### src/rtl/pipe_stage_reg_if.sv
// Signal bundle for one Y86 pipeline stage boundary: upstream fields and
// control in, registered fields, status flags and perf counters out.
interface pipe_stage_reg_if #(
    parameter int DATA_W  = 32,
    parameter int NUM_VAL = 4,
    parameter int NUM_DST = 2,
    parameter int CNT_W   = 32
);
    logic                      stall_i;
    logic                      bubble_i;
    logic [3:0]                icode_i;
    logic [3:0]                ifun_i;
    logic [2:0]                stat_i;
    logic [NUM_VAL*DATA_W-1:0] vals_i;
    logic [NUM_DST*4-1:0]      dsts_i;

    logic [3:0]                icode_o;
    logic [3:0]                ifun_o;
    logic [2:0]                stat_o;
    logic [NUM_VAL*DATA_W-1:0] vals_o;
    logic [NUM_DST*4-1:0]      dsts_o;
    logic                      valid_o;
    logic                      conflict_o;
    logic [CNT_W-1:0]          bubble_cnt_o;
    logic [CNT_W-1:0]          stall_cnt_o;

    modport master (
        output stall_i, bubble_i, icode_i, ifun_i, stat_i, vals_i, dsts_i,
        input  icode_o, ifun_o, stat_o, vals_o, dsts_o, valid_o, conflict_o,
               bubble_cnt_o, stall_cnt_o
    );

    modport slave (
        input  stall_i, bubble_i, icode_i, ifun_i, stat_i, vals_i, dsts_i,
        output icode_o, ifun_o, stat_o, vals_o, dsts_o, valid_o, conflict_o,
               bubble_cnt_o, stall_cnt_o
    );
endinterface

### src/rtl/pipe_stage_reg.sv
// Parametrised Y86 pipeline stage register with load/stall/bubble, valid and
// sticky conflict flag. Define PIPE_PERF_CNT_EN to build the saturating perf counters.
module pipe_stage_reg #(
    parameter int DATA_W  = 32,
    parameter int NUM_VAL = 4,
    parameter int NUM_DST = 2,
    parameter int CNT_W   = 32
) (
    input  logic                 clk,
    input  logic                 rst,
    pipe_stage_reg_if.slave      stg
);
    localparam logic [3:0] INOP  = 4'h1;
    localparam logic [2:0] AOK   = 3'h1;
    localparam logic [3:0] RNONE = 4'hF;

    generate
        if (NUM_VAL < 1 || NUM_VAL > 4) begin : g_bad_num_val
            $fatal(1, "pipe_stage_reg: NUM_VAL must be in 1..4");
        end
        if (NUM_DST < 1 || NUM_DST > 2) begin : g_bad_num_dst
            $fatal(1, "pipe_stage_reg: NUM_DST must be in 1..2");
        end
    endgenerate

    logic                      w_load;
    logic [NUM_VAL*DATA_W-1:0] w_vals;
    logic [NUM_DST*4-1:0]      w_dsts;
    logic [3:0]                r_icode;
    logic [3:0]                r_ifun;
    logic [2:0]                r_stat;
    logic                      r_valid;
    logic                      r_conflict;

    assign w_load = ~stg.bubble_i & ~stg.stall_i;

    always_ff @(posedge clk) begin
        if (!rst) begin
            r_icode <= INOP;
            r_ifun  <= 4'h0;
            r_stat  <= AOK;
            r_valid <= 1'b0;
        end else if (stg.bubble_i) begin
            r_icode <= INOP;
            r_ifun  <= 4'h0;
            r_stat  <= AOK;
            r_valid <= 1'b0;
        end else if (!stg.stall_i) begin
            r_icode <= stg.icode_i;
            r_ifun  <= stg.ifun_i;
            r_stat  <= stg.stat_i;
            r_valid <= (stg.icode_i != INOP);
        end
    end

    // Sticky: once control has asked for stall and bubble together, keep flagging it.
    always_ff @(posedge clk) begin
        if (!rst) begin
            r_conflict <= 1'b0;
        end else if (stg.stall_i && stg.bubble_i) begin
            r_conflict <= 1'b1;
        end
    end

    genvar gi;
    generate
        // Values are left untouched by a bubble; only a real load changes them.
        for (gi = 0; gi < NUM_VAL; gi++) begin : g_val
            logic [DATA_W-1:0] r_val;
            always_ff @(posedge clk) begin
                if (!rst) begin
                    r_val <= '0;
                end else if (w_load) begin
                    r_val <= stg.vals_i[gi*DATA_W +: DATA_W];
                end
            end
            assign w_vals[gi*DATA_W +: DATA_W] = r_val;
        end

        for (gi = 0; gi < NUM_DST; gi++) begin : g_dst
            logic [3:0] r_dst;
            always_ff @(posedge clk) begin
                if (!rst) begin
                    r_dst <= RNONE;
                end else if (stg.bubble_i) begin
                    r_dst <= RNONE;
                end else if (!stg.stall_i) begin
                    r_dst <= stg.dsts_i[gi*4 +: 4];
                end
            end
            assign w_dsts[gi*4 +: 4] = r_dst;
        end
    endgenerate

    assign stg.icode_o    = r_icode;
    assign stg.ifun_o     = r_ifun;
    assign stg.stat_o     = r_stat;
    assign stg.vals_o     = w_vals;
    assign stg.dsts_o     = w_dsts;
    assign stg.valid_o    = r_valid;
    assign stg.conflict_o = r_conflict;

`ifdef PIPE_PERF_CNT_EN
    localparam logic [CNT_W-1:0] CNT_ONE = {{(CNT_W-1){1'b0}}, 1'b1};
    localparam logic [CNT_W-1:0] CNT_MAX = {CNT_W{1'b1}};

    logic [CNT_W-1:0] r_bubble_cnt;
    logic [CNT_W-1:0] r_stall_cnt;

    always_ff @(posedge clk) begin
        if (!rst) begin
            r_bubble_cnt <= '0;
            r_stall_cnt  <= '0;
        end else begin
            if (stg.bubble_i && r_bubble_cnt != CNT_MAX) begin
                r_bubble_cnt <= r_bubble_cnt + CNT_ONE;
            end
            if (stg.stall_i && !stg.bubble_i && r_stall_cnt != CNT_MAX) begin
                r_stall_cnt <= r_stall_cnt + CNT_ONE;
            end
        end
    end

    assign stg.bubble_cnt_o = r_bubble_cnt;
    assign stg.stall_cnt_o  = r_stall_cnt;
`else
    assign stg.bubble_cnt_o = {CNT_W{1'b0}};
    assign stg.stall_cnt_o  = {CNT_W{1'b0}};
`endif

endmodule
### src/flat_wrapper.sv
// flat-port wrapper written by rule: the top's interface ports become plain ports
module pipe_stage_reg_flat 
#(
    parameter int DATA_W  = 32,
    parameter int NUM_VAL = 4,
    parameter int NUM_DST = 2,
    parameter int CNT_W   = 32
)
  (clk, rst, stg_stall_i, stg_bubble_i, stg_icode_i, stg_ifun_i, stg_stat_i, stg_vals_i, stg_dsts_i, stg_icode_o, stg_ifun_o, stg_stat_o, stg_vals_o, stg_dsts_o, stg_valid_o, stg_conflict_o, stg_bubble_cnt_o, stg_stall_cnt_o);
  pipe_stage_reg_if #(.DATA_W(DATA_W), .NUM_VAL(NUM_VAL), .NUM_DST(NUM_DST), .CNT_W(CNT_W)) stg_i ();
  input  logic clk;
  input  logic rst;
  input wire logic [$bits(stg_i.stall_i)-1:0] stg_stall_i;
  input wire logic [$bits(stg_i.bubble_i)-1:0] stg_bubble_i;
  input wire logic [$bits(stg_i.icode_i)-1:0] stg_icode_i;
  input wire logic [$bits(stg_i.ifun_i)-1:0] stg_ifun_i;
  input wire logic [$bits(stg_i.stat_i)-1:0] stg_stat_i;
  input wire logic [$bits(stg_i.vals_i)-1:0] stg_vals_i;
  input wire logic [$bits(stg_i.dsts_i)-1:0] stg_dsts_i;
  output wire logic [$bits(stg_i.icode_o)-1:0] stg_icode_o;
  output wire logic [$bits(stg_i.ifun_o)-1:0] stg_ifun_o;
  output wire logic [$bits(stg_i.stat_o)-1:0] stg_stat_o;
  output wire logic [$bits(stg_i.vals_o)-1:0] stg_vals_o;
  output wire logic [$bits(stg_i.dsts_o)-1:0] stg_dsts_o;
  output wire logic [$bits(stg_i.valid_o)-1:0] stg_valid_o;
  output wire logic [$bits(stg_i.conflict_o)-1:0] stg_conflict_o;
  output wire logic [$bits(stg_i.bubble_cnt_o)-1:0] stg_bubble_cnt_o;
  output wire logic [$bits(stg_i.stall_cnt_o)-1:0] stg_stall_cnt_o;
  assign stg_i.stall_i = stg_stall_i;
  assign stg_i.bubble_i = stg_bubble_i;
  assign stg_i.icode_i = stg_icode_i;
  assign stg_i.ifun_i = stg_ifun_i;
  assign stg_i.stat_i = stg_stat_i;
  assign stg_i.vals_i = stg_vals_i;
  assign stg_i.dsts_i = stg_dsts_i;
  assign stg_icode_o = stg_i.icode_o;
  assign stg_ifun_o = stg_i.ifun_o;
  assign stg_stat_o = stg_i.stat_o;
  assign stg_vals_o = stg_i.vals_o;
  assign stg_dsts_o = stg_i.dsts_o;
  assign stg_valid_o = stg_i.valid_o;
  assign stg_conflict_o = stg_i.conflict_o;
  assign stg_bubble_cnt_o = stg_i.bubble_cnt_o;
  assign stg_stall_cnt_o = stg_i.stall_cnt_o;
  pipe_stage_reg #(.DATA_W(DATA_W), .NUM_VAL(NUM_VAL), .NUM_DST(NUM_DST), .CNT_W(CNT_W)) u_core (.clk(clk), .rst(rst), .stg(stg_i));
endmodule
### config.mk
export PLATFORM = sky130hd
export DESIGN_NAME = pipe_stage_reg_flat
export DESIGN_NICKNAME = d
export VERILOG_FILES = /design/src/rtl/pipe_stage_reg_if.sv /design/src/rtl/pipe_stage_reg.sv /design/src/flat_wrapper.sv
export SDC_FILE = /design/constraint.sdc
export NUM_CORES = 1
export LEC_CHECK = 0
export ABC_CLOCK_PERIOD_IN_PS = 3000
export BUFFER_PORTS_ARGS = -buffer_cell sky130_fd_sc_hd__buf_2
export CORE_ASPECT_RATIO = 0.9
export CORE_UTILIZATION = 35
export CTS_BUF_LIST = sky130_fd_sc_hd__clkbuf_2
export CTS_CLUSTER_SIZE = 30
export DETAILED_ROUTE_END_ITERATION = 12
export GPL_ROUTABILITY_DRIVEN = 0
export PLACE_DENSITY = 0.69
export SLEW_MARGIN = 20
export SYNTH_ARGS = -nofsm -noshare
export SYNTH_HDL_FRONTEND = slang
export SYNTH_SLANG_ARGS = --single-unit
### constraint.sdc
create_clock -name clk -period 3 [get_ports clk]
set_input_delay 0.6 -clock clk [delete_from_list [all_inputs] [get_ports clk]]
set_output_delay 0.6 -clock clk [all_outputs]
set_load 0.1 [all_outputs]
# Word level (Yosys, flattened, before mapping)
# Cells that the tools add are included.
# Widths: inputs -> output; s select.
# classes
eq_ne	1
n_bitwise	4
reduce_logical	2
# ops
operator	n
$ne 4x1->1 const B	1
$not 1->1	3
$reduce_or 2->1	1
$and 1x1->1	1
$logic_and 1x1->1	1
# word_totals
reg_bits	149
inputBits	151
wordCells	18

# Longest topological paths before layout
# Gate-level depths: netlist of run 1.
# depth
depth_word	2
ltp_mapped	7
depth_no_buf	2

# Worst setup path after synthesis of run 1
# No wires, ideal clock.
# synth_timing
path_kind	input -> register
startpoint	input stg_stall_i
endpoint	register u_core.g_dst[0].r_dst[0]
setup_ns	0.129
arrival_ns	1.521
required_time_ns	2.871
slack_ns	1.349
cell_stages	7
cell_sequence	buf_6 > buf_6 > buf_6 > buf_2 > buf_6 > mux2i_1 > nand2_1
# synth_lines
element	line	rtl
from (decl)	flat_wrapper.sv:13	input wire logic [$bits(stg_i.stall_i)-1:0] stg_stall_i;
to (signal assigned)	pipe_stage_reg.sv:88	r_dst <= stg.dsts_i[gi*4 +: 4];
to (decl)	pipe_stage_reg.sv:81	logic [3:0] r_dst;

# Final worst setup path of run 1
# layout_timing
startpoint	register u_core.g_dst[0].r_dst[1]
endpoint	output stg_dsts_o[1]
# layout_lines
element	line	rtl
to (decl)	flat_wrapper.sv:24	output wire logic [$bits(stg_i.dsts_o)-1:0] stg_dsts_o;
# No word-level cell between the ends.

==> qor_table.md, run 1 <==
| Quantity | Value |
|:---|:---|
| Buffering stage count on the worst path with inverters included | 1 |
| Combinational Power Share | 29.2% |
| Maximum clock skew at final layout | 0 ps |
| Violation count after the first detailed-routing iteration | 307 |
| Worst hold slack | 124.3 ps |
| All-Layer GR Usage | 16.53% |
| Number of cells produced by synthesis | 721 |
| Kind of cell adding the most delay to the critical path | buffers and inverters |
| Core footprint | 18410 µm² |
| Clock share of power | 28.7% |
| Global-route wire length before repair | 25.83 mm |
| Number of vias per cell after detailed routing | 4.693 |
| Library cell occupying the most area in the post-synthesis netlist | sky130_fd_sc_hd__dfxtp_1 |
| Count of H-tree levels built during CTS | 4 |
| Total standard cell area after synthesis | 6565 µm² |
| Maximum number of buffers from clock root to sink | 2 |
| Most instantiated library cell after synthesis | sky130_fd_sc_hd__dfxtp_1 |
| HPWL after detailed placement | 11.09 mm |
| Sequential fraction of the synthesis area | 45.44% |
| Num Clock Sinks | 149 |
| Worst Setup Path Type | flip-flop to primary output |
| Unique masters post-synth | 19 |
| Fill cell total of the finished layout | 1868 |
| Nets@finish | 1123 |
| Via total after detailed routing | 5768 |
| Fraction of synthesized cell area taken by the top area cell type | 45.44% |
| Most used standard cells in the synthesized netlist | sky130_fd_sc_hd__dfxtp_1, sky130_fd_sc_hd__a21oi_1, sky130_fd_sc_hd__or3b_1, sky130_fd_sc_hd__o21ai_0, sky130_fd_sc_hd__buf_4 |
| Number of post-CTS setup repair buffers | 0 |
| Number of buffers added on ports | 299 |
| Largest net degree at the start of global routing | 145 |
| Most instantiated flip-flop cell in the synthesis netlist | sky130_fd_sc_hd__dfxtp_1 |
| Final critical-path share of the clock period | 71.71% |
| Result of the run | complete, no violations |
| Ratio of cells with drive above 1 in the final layout | 34.49% |
| Number of antenna-violating nets in the routed design | 0 |
| Worst supply voltage drop on vdd | 0.3339 mV |
| Power per unit of standard cell area | 610.8 nW/µm² |
| Worst reg2reg path startpoint | u_core.stg.valid_o$_SDFFE_PP0N_ |
| Pins Over Slew Limit | 0 |
| Startpoint of the worst hold path | stg_dsts_i[0] |
| Crit path time final | 2151 ps |
| Number of global-route vias before repair | 5215 |
| Library cell used as clock root buffer | sky130_fd_sc_hd__clkbuf_2 |
| Number of placed I/O pins | 364 |
| Final Total Pwr | 0.005003 W |
| Max Cap Violations | 0 |
| TritonCTS clock tree | yes |
| Switching share of power | 39.58% |
| Antenna violations before repair | 1 |
| Die H | 131.9 µm |
| Horizontal die dimension | 146.4 µm |
| Clock-pin slew on the worst setup and hold paths | 230 ps |
| Maximum fanout along the worst path | 2 |
| Number of remaining DRC errors | 0 |
| Effective utilization at floorplan | 35.67% |
| Actual transition at the worst max-transition pin | 781.9 ps |
| Sum of overflow across all layers after global routing | 0 |
| Slowest library cell on the worst path | sky130_fd_sc_hd__buf_2 |
| CP endpoint kind | primary output |
| Final Hold Viols | 0 |
| EDFF count, synth | 0 |
| Total detailed-routing wirelength | 16.39 mm |
| Start point of the critical path | u_core.g_dst[0].r_dst[1]$_SDFFE_PP1N_ |
| Growth of design area from synthesis to finish | 24.76% |
| Ys async rst share | 0% |
| Quantity of gates resized following cts | 0 |
| Startpoint class of the critical path | flip-flop |
| Sequential Power Share | 42.1% |
| Path type of the worst min-delay path | primary input to flip-flop |
| Clock latency of the later-clocked register in the worst-skew pair | 670 ps |
| Die area | 19310 µm² |
| Static leakage | 3.762 nW |
| Final setup TNS | 0 ps |
| RSZ-0062 raised after global routing | false |
| Row Count | 47 |
| Number of flip-flops and latches in the synthesized netlist | 149 |
| Final setup violation count | 0 |
| Yosys warning total | 0 |
| CTS Buf Count | 17 |
| List of cells traversed by the critical path | buf_2 |
| Final routed wire length divided by cell count | 13.34 µm |
| Mapped Avg Cell Area | 9.105 µm² |
| Fmax | 464.8 MHz |
| Net load switching power | 0.001980 W |
| Largest cells by area after synthesis | sky130_fd_sc_hd__dfxtp_1, sky130_fd_sc_hd__or3b_1, sky130_fd_sc_hd__a21oi_1 |
| Required time of the critical path | 2400 ps |
| First-pass iteration count of the detailed router | 4 |
| Data arrival at the endpoint of the critical path | 1550 ps |
| Max-slew headroom | 47.87% |
| Hold-fix buffers at CTS | 0 |
| Delay of the slowest cell on the worst path | 450 ps |
| Cell-internal power | 0.003023 W |
==> registers in the layout, summed over array words and instances, names as in the netlist <==
register and flops:
u_core.stg.ifun_o 4, u_core.g_dst.r_dst 8, u_core.stg.conflict_o 1, u_core.stg.valid_o 1, u_core.stg.stat_o 3, u_core.g_val.r_val 128
u_core.stg.icode_o 4
==> layer usage <==
metal	vias up	global-route usage [%]	part of all wire (%)
li1	2925	-	-
met4	0	5.208	2.0
met5	-	0	0
met3	21	6.471	7.8
met1	2600	20.12	44
met2	222	26.75	46
==> power by group through the flow <==
stage	combinational (W)	sequential (W)	clock [W]
2_1_floorplan	0.000669	0.00278	0
3_3_place_gp	0.00146	0.00214	0
3_5_place_dp	0.00146	0.00215	0
4_1_cts	0.00146	0.00211	0.00150
5_1_grt	0.00152	0.00212	0.00159
6_report	0.00146	0.00211	0.00144
==> layout by cell type, fill, tap and decap left out, drive strengths merged <==
cell           n
nor2          10
mux2i         19
dfxtp        149
dlygate4sd3    1
nor2b          1
buf          308
bufinv         6
inv            5
clkinvlp       1
nand2b         1
nand2         10
or3b         128
clkbuf        18
diode          1
nor4b          1
conb          64
a21oi        129
o21ai        128
a221oi         1
clkinv         3
==> logic make-up (layout without fill, tap and decap cells) <==
logic type | count (synthesis) | in the layout | share of synthesized area, %
compound gates | 258 | 258 | 19.73
buf+inv | 143 | 342 | 13.34
flops | 149 | 149 | 45.44
mux | 19 | 19 | 2.897
other cells | 1 | 65 | 0.05712
simple gates | 151 | 151 | 18.54
==> final cells by class <==
cell class                 count  area (µm²)  area share [%]
antenna                        1       2.502         0.03055
clock buffer                  18       90.09           1.100
clock inverter                12       227.7           2.780
inverter                       3       13.76          0.1680
multi-input combinational    492        2943           35.93
sequential                   149        2983           36.42
tap                          245       306.5           3.743
timing repair buffer         309        1624           19.83
==> through the flow <==
stage / cells / cell area [µm²] / worst slack [ps] / util [%]
after floorplan: 784 / 6802 / 1349 / -
after global placement: 1197 / 7860 / 1031 / 42.70
after detailed placement: 1197 / 7860 / 1021 / 42.70
after CTS: 1227 / 8178 / 728.0 / 44.43
after global routing: 1229 / 8190 / 668.0 / 44.50
final: 1229 / 8190 / 848.7 / 44.50
==> path summary, 6_finish.rpt <==
check	cells after the start	slack [ps]	endpoint
max	1	850	stg_dsts_o[1]
min	3	120	u_core.g_dst[0].r_dst[0]$_SDFFE_PP1N_
max reg2reg	2	2250	u_core.stg.valid_o$_SDFFE_PP0N_
min reg2reg	2	480	u_core.g_val[3].r_val[25]$_SDFFE_PN0P_
Note: power is estimated with default switching activity, not from simulation.
==> run 2, diff against run 1 <==
--- a/config.mk
+++ b/config.mk
@@ -5,7 +5,7 @@
 export SDC_FILE = /design/constraint.sdc
 export NUM_CORES = 1
 export LEC_CHECK = 0
-export ABC_CLOCK_PERIOD_IN_PS = 3000
+export ABC_CLOCK_PERIOD_IN_PS = 1900
 export BUFFER_PORTS_ARGS = -buffer_cell sky130_fd_sc_hd__buf_2
 export CORE_ASPECT_RATIO = 0.9
 export CORE_UTILIZATION = 35
@@ -13,7 +13,7 @@
 export CTS_CLUSTER_SIZE = 30
 export DETAILED_ROUTE_END_ITERATION = 12
 export GPL_ROUTABILITY_DRIVEN = 0
-export PLACE_DENSITY = 0.69
+export PLACE_DENSITY = 0.71
 export SLEW_MARGIN = 20
 export SYNTH_ARGS = -nofsm -noshare
 export SYNTH_HDL_FRONTEND = slang
==> constraint.sdc (replaced) <==
create_clock -name clk -period 1.9 [get_ports clk]
set_input_delay 0.38 -clock clk [delete_from_list [all_inputs] [get_ports clk]]
set_output_delay 0.38 -clock clk [all_outputs]
set_load 0.1 [all_outputs]
==> run 2 against run 1 <==
Compared with the run above: worst hold slack better by 91 ps; sequential share of layout area fell by 7.6 points; first-iteration DRC count is 0.98% higher; clock skew unchanged; power grew 58%; final cell count grew 13%; non-clock buffer count increased by 159; global-route usage is 4.2 points higher; count of clock-buffer cells in the layout unchanged; sequential power grew 59%.
==> qor_table.md, run 2 (same netlist as run 1, synthesis figures left out) <==
| Quantity | Value | vs previous |
|:---|:---|:---|
| Max-slew headroom | 54.25% | +6.4 points |
| Global-route wire length before repair | 32.26 mm | +25% |
| Number of remaining DRC errors | 0 | unchanged |
| Max Cap Violations | 0 | unchanged |
| Result of the run | complete, no violations |  |
| Die H | 131.9 µm | unchanged |
| Delay of the slowest cell on the worst path | 420 ps | -30 ps |
| Number of post-CTS setup repair buffers | 0 | unchanged |
| Final critical-path share of the clock period | 93.01% |  |
| Library cell used as clock root buffer | sky130_fd_sc_hd__clkbuf_2 |  |
| Number of vias per cell after detailed routing | 4.786 | +2.0% |
| Total placed instance area | 7963 µm² | +1.3% |
| Horizontal die dimension | 146.4 µm | unchanged |
| Final setup violation count | 0 | unchanged |
| Post-Layout Cell Count | 1390 | +13% |
| End-of-flow core utilization | 56.14% | +12 points |
| Total detailed-routing wirelength | 21.12 mm | +29% |
| Clock-pin slew on the worst setup and hold paths | 210 ps | -20 ps |
| CP endpoint kind | primary output |  |
| Largest net degree at the start of global routing | 80 | -45% |
| Core footprint | 18410 µm² | unchanged |
| Via total after detailed routing | 6652 | +15% |
| Kind of cell adding the most delay to the critical path | flip-flops |  |
| Worst reg2reg path startpoint | u_core.g_val[2].r_val[6]$_SDFFE_PN0P_ |  |
| HPWL after detailed placement | 11.66 mm | +5.1% |
| Final Hold Viols | 0 | unchanged |
| Path type of the worst min-delay path | primary input to flip-flop |  |
| Fill cell total of the finished layout | 1541 | -18% |
| Maximum fanout along the worst path | 2 | unchanged |
| Start point of the critical path | u_core.g_dst[1].r_dst[1]$_SDFFE_PP1N_ |  |
| Actual transition at the worst max-transition pin | 686.2 ps | -95.67 ps |
| Violation count after the first detailed-routing iteration | 310 | +0.98% |
| Leading cell types in the layout, fill and taps excluded | sky130_fd_sc_hd__dfxtp_1, sky130_fd_sc_hd__dlygate4sd3_1, sky130_fd_sc_hd__buf_2 |  |
| Flip-flop count of the largest register, all copies and words added | 128 | unchanged |
| Number of buffers added on ports | 299 | unchanged |
| Nets@finish | 1282 | +14% |
| Most frequent standard cell in the layout excluding fill and tap cells | sky130_fd_sc_hd__dfxtp_1 |  |
| CTS Buf Count | 17 | unchanged |
| Top reg by flops | u_core.g_val.r_val |  |
| Antenna violations before repair | 1 | unchanged |
| First-pass iteration count of the detailed router | 5 | +1 |
| Area taken by flip-flops and latches | 2983 µm² | unchanged |
| Static leakage | 4.475 nW | +19% |
| Worst hold slack | 215.6 ps | +91.29 ps |
| Area of the multi-input gates | 2943 µm² | unchanged |
| Number of global-route vias before repair | 6374 | +22% |
| Clock latency of the later-clocked register in the worst-skew pair | 670 ps | about the same |
| Data arrival at the endpoint of the critical path | 1390 ps | -160 ps |
| Placed Instances | 1209 | +1.0% |
| Power per unit of standard cell area | 765.7 nW/µm² | +25% |
| Final setup TNS | 0 ps | unchanged |
| Crit path time final | 1767 ps |  |
| Top flop regs | u_core.g_val.r_val: 128 flops, u_core.g_dst.r_dst: 8 flops |  |
| Growth of design area from synthesis to finish | 57.40% |  |
| Maximum clock skew at final layout | 0 ps | unchanged |
| Worst supply voltage drop on vdd | 0.4574 mV | +37% |
| Slowest library cell on the worst path | sky130_fd_sc_hd__dfxtp_1 |  |
| List of cells traversed by the critical path | buf_4 |  |
| Effective utilization at floorplan | 35.67% | unchanged |
| Row Count | 47 | unchanged |
| Buffering stage count on the worst path with inverters included | 1 | unchanged |
| Ratio of cells with drive above 1 in the final layout | 30.77% | -3.7 points |
| TritonCTS clock tree | yes |  |
| Maximum number of buffers from clock root to sink | 2 | unchanged |
| Count of H-tree levels built during CTS | 4 | unchanged |
| Num Clock Sinks | 149 | unchanged |
| Pins Over Slew Limit | 0 | unchanged |
| Startpoint class of the critical path | flip-flop |  |
| All-Layer GR Usage | 20.71% | +4.2 points |
| Number of antenna-violating nets in the routed design | 0 | unchanged |
| Sum of overflow across all layers after global routing | 0 | unchanged |
| Required time of the critical path | 1520 ps | -880 ps |
| Number of placed I/O pins | 364 | unchanged |
| Worst Setup Path Type | flip-flop to primary output |  |
| Final instance area | 10330 µm² | +26% |
| Startpoint of the worst hold path | stg_bubble_i |  |
| Final routed wire length divided by cell count | 15.19 µm | +14% |
| Die area | 19310 µm² | unchanged |
| Fmax | 565.8 MHz |  |
==> run 2: cell count changes in the layout (fill, tap and decap cells not counted), sizes merged <==
cell	change
dlygate4sd3	+147
bufinv	-4
buf	+12
clkinvlp	+4
inv	+2
==> run 2: final timing paths <==
| kind | to | slack, ps | cells after the start |
|---|---|---|---|
| setup / recovery | stg_dsts_o[5] | 130 | 1 |
| setup reg to reg | u_core.g_val[2].r_val[6]$_SDFFE_PN0P_ | 1060 | 2 |
| hold reg to reg | u_core.g_val[1].r_val[2]$_SDFFE_PN0P_ | 490 | 2 |
| hold / removal | u_core.stg.conflict_o$_SDFFE_PN0P_ | 220 | 3 |
==> run 2: power by group <==
| group | switching, W | internal, W | leakage [nW] | total, W |
|---|---|---|---|---|
| logic | 0.00202 | 0.000714 | 3.13 | 0.00273 |
| registers | 0.0000843 | 0.00327 | 1.22 | 0.00336 |
| clock network | 0.00121 | 0.000616 | 0.131 | 0.00183 |
==> run 2: area by class of cell <==
cell class              instances  area share [%]
repair buffers                468           37.21
flip-flops and latches        149           28.87
multi-input cells             492           28.48
well taps                     245           2.966
clock inverters                14           1.453
clock buffers                  18          0.8718
inverters                       3          0.1332
diodes                          1         0.02422
==> run 2: routing by layer <==
metal / global-route usage, % / wire [µm] / share of wire, %
met1: 23.31 / 8153 / 39
met4: 7.465 / 550 / 2.6
met2: 36.32 / 10870 / 51
met5: 0 / 0 / 0
met3: 6.886 / 1539 / 7.3
==> run 2: through the flow <==
step                power [W]  setup slack (ps)
floorplan            0.005450             469.3
global placement     0.005707             338.6
detailed placement   0.005724             296.5
CTS                  0.007902             8.087
global route         0.008242            -5.608
finish               0.007913             132.7
==> run 2: repair_timing <==
item | 4_1_cts | 5_1_grt
endpoints found under the hold margin | 148 | 0
endpoints found under the setup margin | 149 | 71
resized for setup | 149 | 73
gates cloned | 0 | 0
hold buffers | 148 | 0
==> run 3, diff against run 2 <==
==> constraint.sdc (replaced) <==
create_clock -name clk -period 1.9 [get_ports clk]
set_input_delay 0.38 -clock clk [delete_from_list [all_inputs] [get_ports clk]]
set_output_delay 0.38 -clock clk [all_outputs]
set_load 0.01 [all_outputs]
==> run 3 against run 2 <==
Compared with the run above: combinational power down 58%; maximum frequency grew 7.9%; worst hold slack better by 5.3 ps; critical endpoint is now stg_vals_o[65]; largest cell class unchanged; largest power group unchanged; highest routed layer unchanged.
==> qor_table.md, run 3 (same netlist as run 1, synthesis figures left out) <==
| Quantity | Value | vs previous |
|:---|:---|:---|
| First-pass iteration count of the detailed router | 5 | unchanged |
| Horizontal die dimension | 146.4 µm | unchanged |
| Sum of overflow across all layers after global routing | 0 | unchanged |
| Data arrival at the endpoint of the critical path | 1260 ps | -130 ps |
| Die area | 19310 µm² | unchanged |
| CTS Buf Count | 17 | unchanged |
| Nets@finish | 1282 | unchanged |
| Most frequent standard cell in the layout excluding fill and tap cells | sky130_fd_sc_hd__buf_2 |  |
| Final Hold Viols | 0 | unchanged |
| Number of placed I/O pins | 364 | unchanged |
| Buffering stage count on the worst path with inverters included | 1 | unchanged |
| Power per unit of standard cell area | 652.2 nW/µm² | -15% |
| Clock share of power | 28.8% | +5.7 points |
| Fill cell total of the finished layout | 1637 | +6.2% |
| Count of H-tree levels built during CTS | 4 | unchanged |
| Delay of the slowest cell on the worst path | 430 ps | about the same |
| List of cells traversed by the critical path | buf_2 |  |
| Effective utilization at floorplan | 35.67% | unchanged |
| Flip-flop count of the largest register, all copies and words added | 128 | unchanged |
| Capture point of the worst reg-to-reg path | u_core.g_dst[1].r_dst[1]$_SDFFE_PP1N_ |  |
| Actual transition at the worst max-transition pin | 689.8 ps | +3.576 ps |
| Max-slew headroom | 54.01% | -0.24 points |
| Largest net degree at the start of global routing | 80 | unchanged |
| Violation count after the first detailed-routing iteration | 318 | +2.6% |
| All-Layer GR Usage | 19.78% | -0.93 points |
| RSZ-0062 raised after global routing | false |  |
| Top reg by flops | u_core.g_val.r_val |  |
| Result of the run | complete, no violations |  |
| Row Count | 47 | unchanged |
| Cell-internal power | 0.004479 W | -2.7% |
| Core footprint | 18410 µm² | unchanged |
| Pins Over Slew Limit | 0 | unchanged |
| Clock-pin slew on the worst setup and hold paths | 240 ps | +30 ps |
| Number of remaining DRC errors | 0 | unchanged |
| Net load switching power | 0.001839 W | -44% |
| Startpoint class of the critical path | flip-flop |  |
| Max Cap Violations | 0 | unchanged |
| Reg2Reg Depth | 2 | unchanged |
| Cell depth of the worst min-delay path | 3 | unchanged |
| Clock latency of the later-clocked register in the worst-skew pair | 670 ps | about the same |
| TritonCTS clock tree | yes |  |
| Maximum clock skew at final layout | 0 ps | unchanged |
| Die H | 131.9 µm | unchanged |
| Quantity of gates resized following cts | 0 | -100% |
| Final routed wire length divided by cell count | 14.10 µm | -7.2% |
| Worst reg2reg path startpoint | u_core.g_dst[1].r_dst[1]$_SDFFE_PP1N_ |  |
| Leading cell types in the layout, fill and taps excluded | sky130_fd_sc_hd__buf_2, sky130_fd_sc_hd__dfxtp_1, sky130_fd_sc_hd__dlygate4sd3_1 |  |
| Number of vias per cell after detailed routing | 4.763 | -0.47% |
| Combinational Power Share | 18.4% | -16 points |
| Final setup violation count | 0 | unchanged |
| Hold-fix buffers at CTS | 148 | unchanged |
| R2R Setup Slk | 1130 ps | +70 ps |
| Area taken by flip-flops and latches | 2983 µm² | unchanged |
| Slowest library cell on the worst path | sky130_fd_sc_hd__dfxtp_1 |  |
| Final critical-path share of the clock period | 86.18% | -6.8 points |
| HPWL after detailed placement | 11.66 mm | unchanged |
| Area of the multi-input gates | 2943 µm² | unchanged |
| Library cell used as clock root buffer | sky130_fd_sc_hd__clkbuf_2 |  |
| Antenna violations before repair | 1 | unchanged |
| Maximum number of buffers from clock root to sink | 2 | unchanged |
| Sequential Power Share | 52.8% | +10 points |
| Number of buffers added on ports | 299 | unchanged |
| Number of global-route vias before repair | 6183 | -3.0% |
| Num Clock Sinks | 149 | unchanged |
| Top flop regs | u_core.g_val.r_val: 128 flops, u_core.g_dst.r_dst: 8 flops |  |
| Worst hold endpoint | u_core.g_val[1].r_val[19]$_SDFFE_PN0P_ |  |
| Switching share of power | 29.11% | -13 points |
| Via total after detailed routing | 6621 | -0.47% |
| Number of post-CTS setup repair buffers | 0 | unchanged |
| Global-route wire length before repair | 30.95 mm | -4.1% |
| Total placed instance area | 7963 µm² | unchanged |
| Final setup TNS | 0 ps | unchanged |
| Worst supply voltage drop on vdd | 0.4036 mV | -12% |
| Fmax | 610.7 MHz | +7.9% |
| Worst Setup Path Type | flip-flop to primary output |  |
| Growth of design area from synthesis to finish | 47.55% |  |
| Crit path time final | 1637 ps | -129.9 ps |
| Required time of the critical path | 1520 ps | about the same |
| Maximum fanout along the worst path | 2 | unchanged |
| CP endpoint kind | primary output |  |
| Final instance area | 9687 µm² | -6.3% |
| Kind of cell adding the most delay to the critical path | flip-flops |  |
| Startpoint of the worst hold path | stg_stall_i |  |
| Number of antenna-violating nets in the routed design | 0 | unchanged |
| Path type of the worst min-delay path | primary input to flip-flop |  |
| Static leakage | 4.389 nW | -1.9% |
| Ratio of cells with drive above 1 in the final layout | 30.77% | unchanged |
| Total detailed-routing wirelength | 19.60 mm | -7.2% |
## run 3: changes by cell type in the layout (fill, tap and decap cells not counted)
| cell | before | now |
|---|---|---|
| sky130_fd_sc_hd__buf_4 | 95 | 17 |
| sky130_fd_sc_hd__buf_2 | 148 | 297 |
| sky130_fd_sc_hd__buf_8 | 2 | 0 |
| sky130_fd_sc_hd__buf_6 | 71 | 2 |
## run 3: how the worst max path moves through the flow
stage / slack [ps] / endpoint / cells after the start / startpoint
2_1_floorplan: 480 / u_core.g_dst[0].r_dst[0]$_SDFFE_PP1N_ / 7 / stg_stall_i
6_report: 260 / stg_vals_o[65] / 1 / u_core.g_val[2].r_val[1]$_SDFFE_PN0P_
3_5_place_dp: 300 / u_core.g_val[2].r_val[29]$_SDFFE_PN0P_ / 4 / stg_stall_i
3_3_place_gp: 340 / u_core.g_val[2].r_val[27]$_SDFFE_PN0P_ / 4 / stg_stall_i
5_1_grt: 90 / stg_vals_o[58] / 1 / u_core.g_val[1].r_val[26]$_SDFFE_PN0P_
4_1_cts: 170 / stg_vals_o[65] / 1 / u_core.g_val[2].r_val[1]$_SDFFE_PN0P_
## run 3: metrics by stage
stage	utilization, %	cells	worst slack, ps	power, W	hold WS (ps)
2_1_floorplan	-	784	476.8	0.004017	494.4
3_3_place_gp	43.26	1209	338.6	0.004277	455.4
3_5_place_dp	43.26	1209	296.5	0.004293	463.1
4_1_cts	52.61	1389	174.9	0.006383	122.7
5_1_grt	52.63	1390	92.94	0.006666	116.7
6_report	52.63	1390	262.6	0.006318	220.9
## run 3: metal layers
metal,share of wire [%],routed length [µm],track usage (%)
met1,40,7893,22.89
met2,50,9840,33.97
met3,7.3,1422,6.574
met4,2.3,446,7.060
met5,0,0,0
## run 3: final cells by class
| class | count | share of cell area (%) |
|---|---|---|
| tap | 245 | 3.165 |
| sequential | 149 | 30.79 |
| antenna | 1 | 0.02583 |
| clock buffer | 18 | 0.9300 |
| inverter | 3 | 0.1421 |
| clock inverter | 14 | 1.550 |
| timing repair buffer | 468 | 33.01 |
| multi-input combinational | 492 | 30.38 |
## run 3: power by group through the flow
stage	combinational [W]	sequential (W)	clock, W
floorplan	0.000558	0.00346	0
global placement	0.000890	0.00339	0
detailed placement	0.000902	0.00339	0
CTS	0.00114	0.00333	0.00191
global route	0.00127	0.00335	0.00205
finish	0.00116	0.00333	0.00182
